### config.mk
export PLATFORM = sky130hd
export DESIGN_NAME = oh_clockmux_ctrl
export DESIGN_NICKNAME = d
export VERILOG_FILES = /design/src/rtl/oh_clockmux_ctrl.sv
export SDC_FILE = /design/constraint.sdc
export NUM_CORES = 1
export LEC_CHECK = 0
export ABC_AREA = 1
export CAP_MARGIN = 20
export CORE_AREA = 2 2 45 47
export DETAILED_ROUTE_END_ITERATION = 10
export DIE_AREA = 0 0 47 49
export HOLD_SLACK_MARGIN = 0.08
export PLACE_DENSITY_LB_ADDON = 0.3
export RECOVER_POWER = 100
export SYNTH_ARGS = -nofsm -noshare
export SYNTH_HDL_FRONTEND = slang
export SYNTH_SLANG_ARGS = --single-unit
### constraint.sdc
create_clock -name clk -period 2.5 [get_ports clk]
set_input_delay 0.5 -clock clk [delete_from_list [all_inputs] [get_ports clk]]
set_output_delay 0.5 -clock clk [all_outputs]
set_load 0.005 [all_outputs]
### src/rtl/oh_clockmux_ctrl.sv
// Break-before-make sequencer producing the one-hot enable vector for oh_clockmux.
// Switches drop the old enable, drain at all-zero, raise the new enable, then settle before done.
module oh_clockmux_ctrl #(
    parameter int N         = 4,
    parameter int DEFAULT   = 0,
    parameter int OFFCYCLES = 4,
    parameter int ONCYCLES  = 2,
    parameter int SW        = $clog2(N)
) (
    input  logic          clk,
    input  logic          nreset,
    input  logic          req,
    input  logic [SW-1:0] sel,
    output logic [N-1:0]  en,
    output logic [SW-1:0] cur,
    output logic          busy,
    output logic          done,
    output logic          err
);

    typedef enum logic [1:0] {
        IDLE   = 2'b00,
        DRAIN  = 2'b01,
        SETTLE = 2'b10
    } state_t;

    localparam int            MAXC     = (OFFCYCLES > ONCYCLES) ? OFFCYCLES : ONCYCLES;
    localparam int            CW       = $clog2(MAXC + 1);
    localparam logic [CW-1:0] OFF_LOAD = CW'(OFFCYCLES - 1);
    localparam logic [CW-1:0] ON_LOAD  = CW'(ONCYCLES - 1);
    localparam logic [SW-1:0] DEF_IDX  = SW'(DEFAULT);
    // One extra bit so a non-power-of-two N can be compared against every sel code.
    localparam logic [SW:0]   NLIM     = (SW + 1)'(N);

    function automatic logic [N-1:0] onehot(input logic [SW-1:0] idx);
        onehot = {{(N-1){1'b0}}, 1'b1} << idx;
    endfunction

    state_t        state_q, state_d;
    logic [CW-1:0] cnt_q, cnt_d;
    logic [N-1:0]  en_d;
    logic [SW-1:0] cur_d;
    logic          busy_d, done_d, err_d;

    always_ff @(posedge clk) begin
        if (!nreset) begin
            state_q <= IDLE;
            cnt_q   <= '0;
            en      <= onehot(DEF_IDX);
            cur     <= DEF_IDX;
            busy    <= 1'b0;
            done    <= 1'b0;
            err     <= 1'b0;
        end else begin
            state_q <= state_d;
            cnt_q   <= cnt_d;
            en      <= en_d;
            cur     <= cur_d;
            busy    <= busy_d;
            done    <= done_d;
            err     <= err_d;
        end
    end

    always_comb begin
        state_d = state_q;
        cnt_d   = (cnt_q != '0) ? cnt_q - CW'(1) : cnt_q;
        en_d    = en;
        cur_d   = cur;
        busy_d  = busy;
        done_d  = 1'b0;
        err_d   = 1'b0;
        case (state_q)
            IDLE: begin
                if (req) begin
                    if ({1'b0, sel} >= NLIM) begin
                        err_d = 1'b1;
                    end else if (sel == cur) begin
                        done_d = 1'b1;
                    end else begin
                        cur_d   = sel;
                        en_d    = '0;
                        busy_d  = 1'b1;
                        state_d = DRAIN;
                        cnt_d   = OFF_LOAD;
                    end
                end
            end
            DRAIN: begin
                en_d = '0;
                if (cnt_q == '0) begin
                    en_d    = onehot(cur);
                    state_d = SETTLE;
                    cnt_d   = ON_LOAD;
                end
            end
            SETTLE: begin
                if (cnt_q == '0) begin
                    state_d = IDLE;
                    busy_d  = 1'b0;
                    done_d  = 1'b1;
                end
            end
            default: begin
                // Unreachable encoding: recover to a consistent idle state on the committed clock.
                state_d = IDLE;
                en_d    = onehot(cur);
                busy_d  = 1'b0;
            end
        endcase
    end

endmodule

==> results of run 1 <==
[Yosys cell counts, drive strengths merged]
cell	number
clkinv	1
nand2	31
nand4	3
dfxtp	13
a21oi	9
inv	19
conb	1
ha	2
a31oi	1
nor2	10
o21ai	4
xor2	1
nand3	7
buf	2
[through the flow]
step,hold slack [ns],cell area (um^2),instances
finish,0.463,898,145
global route,0.490,898,145
detailed placement,0.464,907,141
global placement,0.455,907,141
CTS,0.474,933,145
floorplan,0.460,766,104
[cells by family after synthesis]
family | Yosys count | share of synthesized area
other | 1 | 0.00490
and+or+nand+nor | 51 | 0.387
adders and majority gates | 2 | 0.0327
xor gates and xnor gates | 1 | 0.0114
buffers and inverters | 22 | 0.121
AOI/OAI and AO/OA | 14 | 0.103
DFF | 13 | 0.340
[per-layer routing]
layer,part of all wire,wire length (um)
met5,0,0
met4,0.021,29
met3,0.045,61
met2,0.50,671
met1,0.44,590
[power by group through the flow]
stage | sequential [W] | clock, W | combinational, W
after floorplan | 0.000289 | 0 | 0.000256
after global placement | 0.000290 | 0 | 0.000343
after detailed placement | 0.000292 | 0 | 0.000350
after CTS | 0.000287 | 0.000135 | 0.000352
after global routing | 0.000292 | 0.000142 | 0.000369
final | 0.000284 | 0.000132 | 0.000316
[layout make-up]
class,instances,area share
multi-input cells,69,0.421
flip-flops and latches,13,0.290
repair buffers,12,0.134
inverters,20,0.0891
well taps,27,0.0376
clock buffers,4,0.0292
[state kept, by name (all words and copies together) (netlist names)]
signal,cells
en,4
cnt_q,3
cur,2
state_q,2
busy,1
done,1
[how the worst max path moves through the flow]
stage,startpoint,to,slack [ns],cells after the start
after floorplan,cnt_q[0],busy,1.36,7
after global placement,sel[1],en[1],0.86,8
after detailed placement,sel[1],en[1],0.81,8
after CTS,cur[0],cur[0],0.70,1
after global routing,cur[0],cur[0],0.58,1
final,cur[0],cur[0],0.66,1
[tightest hold or removal path, stage by stage (launching register included)]
cell and delay [ns]:
dfxtp_1 0.32, nand2_2 0.06, a21oi_2 0.04
==> results.yml, run 1 <==
final_layout:
  mostFrequentLayoutCells: "26 x nand2_1, 16 x inv_1, 13 x dfxtp_1"
  nNetsFinal: 126
  final_common_cell: "nand2_1"
  multiInputGateArea_um2: 378
  utilization: 0.488
  nFillCells: 202
  antenna_cells: 0
  layout-drive-gt1-share: 0.153
  area_growth_pct: 17.3
  regArea_um2: 260
clocking:
  holdBufCountCts: 0
  cts-resized-gates: 0
  post_cts_buffers: 0
  cts_made_buffers: 3
  cts_tree: "yes"
  cts_buffer_depth: 2
  clk_latency_ns: 0.28
  cts_root_buf: "clkbuf_4"
  numClockSinks: 13
  clkTransAtPathRegs_ns: 0.09
  htree_levels: 1
timing:
  hold_violations: 0
  rsz0062_at_grt: "false"
  finalCriticalPeriod_ns: 1.84
  final_max_slew_viol_count: 0
  max_freq_mhz: 543
  tns_ns: 0
  finalCritPeriodShare: 0.736
  setup_violations: 0
  timing.final.ws_setup_ns: 0.660
  fin_worst_skew_ns: 0.0110
synthesis:
  ys_warn_count: 0
  yosys.area.top_type: "dfxtp_1"
  synth.area.top_cells: "dfxtp_1 34%, nand2_1 12%, inv_1 7.8%, a21oi_1 4.6%, nand3_4 4.6%"
  ys_types: 25
  syn_area_um2: 766
  avgSynthCellArea_um2: 7.36
  synth_seq_cells: 13
  yosysTopAreaCellShare: 0.340
  synth-seq-area-share: 0.340
  netlist_instances: 104
  syn_nets: 111
grt:
  antenna_found_initial: 0
  grt_pass1_wl_um: 2480
  grt_util_all_layers: 0.146
  grt_max_degree: 10
  met2_usage: 0.240
  grt_pass1_vias: 633
  grt.busiest_layer: "met2"
  met3_usage: 0.0444
  grtUsageMet1: 0.172
  grt_remaining_overflow: 0
pwr:
  swShare: 0.395
  net-switching-power_w: 0.000289
  power_leakage_nw: 0.432
  power.internal_w: 0.000444
  p_seq_frac: 0.388
  totalPowerFinal_w: 0.000733
  cellPowerDensity_mw_per_mm2: 815
  clockPowerShare: 0.180
  ir_worst_vdd_mv: 0.555
  p_comb_frac: 0.432
placed_design:
  port_buffers: 12
  post-place-ws_ns: 0.814
  dp_hpwl_um: 1110
  gp_congestion: 0.803
critical_path:
  r2r_cells: 7
  start_kind: "flop"
  r2r_end: "en[1]"
  worstSetupPathType: "reg -> out"
  endpoint_kind: "primary output"
  critical-path-top-delay-family: "buffers and inverters"
  cp_max_fo: 7
  crit_arrival_ns: 1.34
  worst-path-buf-inv: 1
  cpMaxStageDelayCell: "dlygate4sd3_1"
  critical-path-max-stage-delay_ns: 0.60
  worstPathRequired_ns: 2.00
  worstReg2RegStart: "cur[0]"
  crit_chain: "dlygate4sd3_1"
  rrSetupSlack_ns: 1.16
worst_hold_path:
  hold_path_depth: 2
  holdPathEnd: "busy"
  hold_path.class: "reg -> reg"
  hold_path.startpoint: "busy"
die:
  initial_core_util: 0.416
  dieWidth_um: 47
  die_area_mm2: 0.00230
  rows: 16
  core-area_mm2: 0.00184
  ioPinCount: 14
  die_h_um: 49
routing:
  drc_errors: 0
  antenna_left: 0
  vias: 650
  via_per_inst: 4.48
  first_iter_violations: 2
  avgRoutedWirePerCell_um: 9.32
  wl_um: 1350
  drt_pass1_iterations: 4
run_status:
  status: "completed"
flow_run:
  cap_viol_max_count: 0
Power figures use the tool's default switching activity.
==> inputs of run 2 (changes only) <==
- clock period: 2.5 -> 1.5 ns (I/O delays scaled with it)
==> run 2 against run 1 <==
Effect of this change: sequential share of layout area is 1.4 points lower; non-clock buffer count grew 5; combinational power up 85%; clock skew shrank 0.0032 ns; register-to-register slack got worse by 0.97 ns; clock-buffer cell count stayed put; wire length rose by 3.7%; critical endpoint unchanged; first-iteration DRC count increased to 4.0 times the previous value; clock power increased by 65%; final area up 5.2%; worst setup slack worse by 0.58 ns; critical path depth is the same.
==> results.yml, run 2 (synthesized netlist as in run 1, its figures left out) <==
run_status:
  status: "completed"
timing:
  fin_worst_skew_ns: 0.00784
  final_max_slew_viol_count: 0
  max_freq_mhz: 702
  finalCritPeriodShare: 0.949
  finalCriticalPeriod_ns: 1.42
  hold_violations: 0
  setup_violations: 0
  tns_ns: 0
  rsz0062_at_grt: "false"
final_layout:
  top_register: "en"
  layout-drive-gt1-share: 0.195
  largestRegisters: "en: 4 flops, cnt_q: 3 flops"
  largest_reg_flops: 4
  mostFrequentLayoutCells: "26 x nand2_1, 16 x inv_1, 13 x dfxtp_1"
  nNetsFinal: 131
  antenna_cells: 0
  area_growth_pct: 23.4
  final_common_cell: "nand2_1"
grt:
  grt_remaining_overflow: 0
  grt_util_all_layers: 0.146
  antenna_found_initial: 0
  grt_pass1_wl_um: 2460
  grt_pass1_vias: 650
  grt_max_degree: 9
die:
  die_area_mm2: 0.00230
  rows: 16
  ioPinCount: 14
  initial_core_util: 0.416
  dieWidth_um: 47
  die_h_um: 49
  core-area_mm2: 0.00184
critical_path:
  crit_arrival_ns: 1.12
  critical-path-max-stage-delay_ns: 0.50
  crit_cells: 1
  cpMaxStageDelayCell: "clkdlybuf4s50_1"
  endpoint_kind: "primary output"
  crit_chain: "clkdlybuf4s50_1"
  worst-path-buf-inv: 1
  worstSetupPathType: "reg -> out"
  critical-path-top-delay-family: "buffers and inverters"
  cp_max_fo: 2
  r2r_cells: 7
  worstPathRequired_ns: 1.20
  start_kind: "flop"
worst_hold_path:
  hold_path.class: "reg -> reg"
  hold_path_depth: 2
routing:
  drt_pass1_iterations: 4
  drc_errors: 0
  avgRoutedWirePerCell_um: 9.35
  antenna_left: 0
  via_per_inst: 4.45
  vias: 667
  wl_um: 1400
  first_iter_violations: 8
clocking:
  cts_buffer_depth: 2
  clkTransAtPathRegs_ns: 0.08
  post_cts_buffers: 0
  clk_latency_ns: 0.28
  cts_tree: "yes"
  cts_root_buf: "clkbuf_4"
  cts_made_buffers: 3
  cts-resized-gates: 0
  htree_levels: 1
  holdBufCountCts: 0
  numClockSinks: 13
placed_design:
  port_buffers: 12
  dp_hpwl_um: 1180
  gp_congestion: 0.798
pwr:
  cellPowerDensity_mw_per_mm2: 1340
  p_seq_frac: 0.368
  p_comb_frac: 0.461
  net-switching-power_w: 0.000498
  power_leakage_nw: 0.437
  totalPowerFinal_w: 0.00127
  clockPowerShare: 0.171
  swShare: 0.392
  power.internal_w: 0.000772
  ir_worst_vdd_mv: 0.836
flow_run:
  cap_viol_max_count: 0
[run 2: path summary, 6_finish.rpt]
check | start | end | slack, ns
max | cur[0] | cur[0] | 0.08
min | busy | busy | 0.47
max reg2reg | cnt_q[0] | busy | 0.19
min reg2reg | busy | busy | 0.47
[run 2: final cells by class]
class / instances / area, um^2
Sequential cell: 13 / 260
Clock buffer: 4 / 26.3
Tap cell: 27 / 33.8
Inverter: 20 / 76.3
Multi-Input combinational cell: 69 / 390
Fill cell: 207 / 897
Timing Repair Buffer: 17 / 158
[run 2: layer usage]
metal  global-route usage  part of all wire  vias up
li1                     -                 -      361
met1                0.171              0.43      288
met2                0.240              0.50       13
met3               0.0444             0.039        5
met4               0.0556             0.022        0
met5                    0                 0        -
[run 2: power by group through the flow]
stage	clock network [W]	registers (W)	logic, W
after global placement	0	0.000473	0.000597
after floorplan	0	0.000482	0.000427
after CTS	0.000227	0.000469	0.000619
final	0.000218	0.000467	0.000585
after global routing	0.000237	0.000477	0.000673
after detailed placement	0	0.000478	0.000614
[run 2: stage by stage]
| step | hold slack, ns | worst slack, ns | cell area [um^2] | std cells | util |
|---|---|---|---|---|---|
| 2_1_floorplan | 0.448 | 0.363 | 766 | 104 | - |
| 3_3_place_gp | 0.454 | 0.0571 | 945 | 146 | 0.513 |
| 3_5_place_dp | 0.463 | 0.0105 | 945 | 146 | 0.513 |
| 4_1_cts | 0.474 | 0.0672 | 971 | 150 | 0.527 |
| 5_1_grt | 0.500 | 0.0306 | 945 | 150 | 0.513 |
| 6_report | 0.473 | 0.0763 | 945 | 150 | 0.513 |
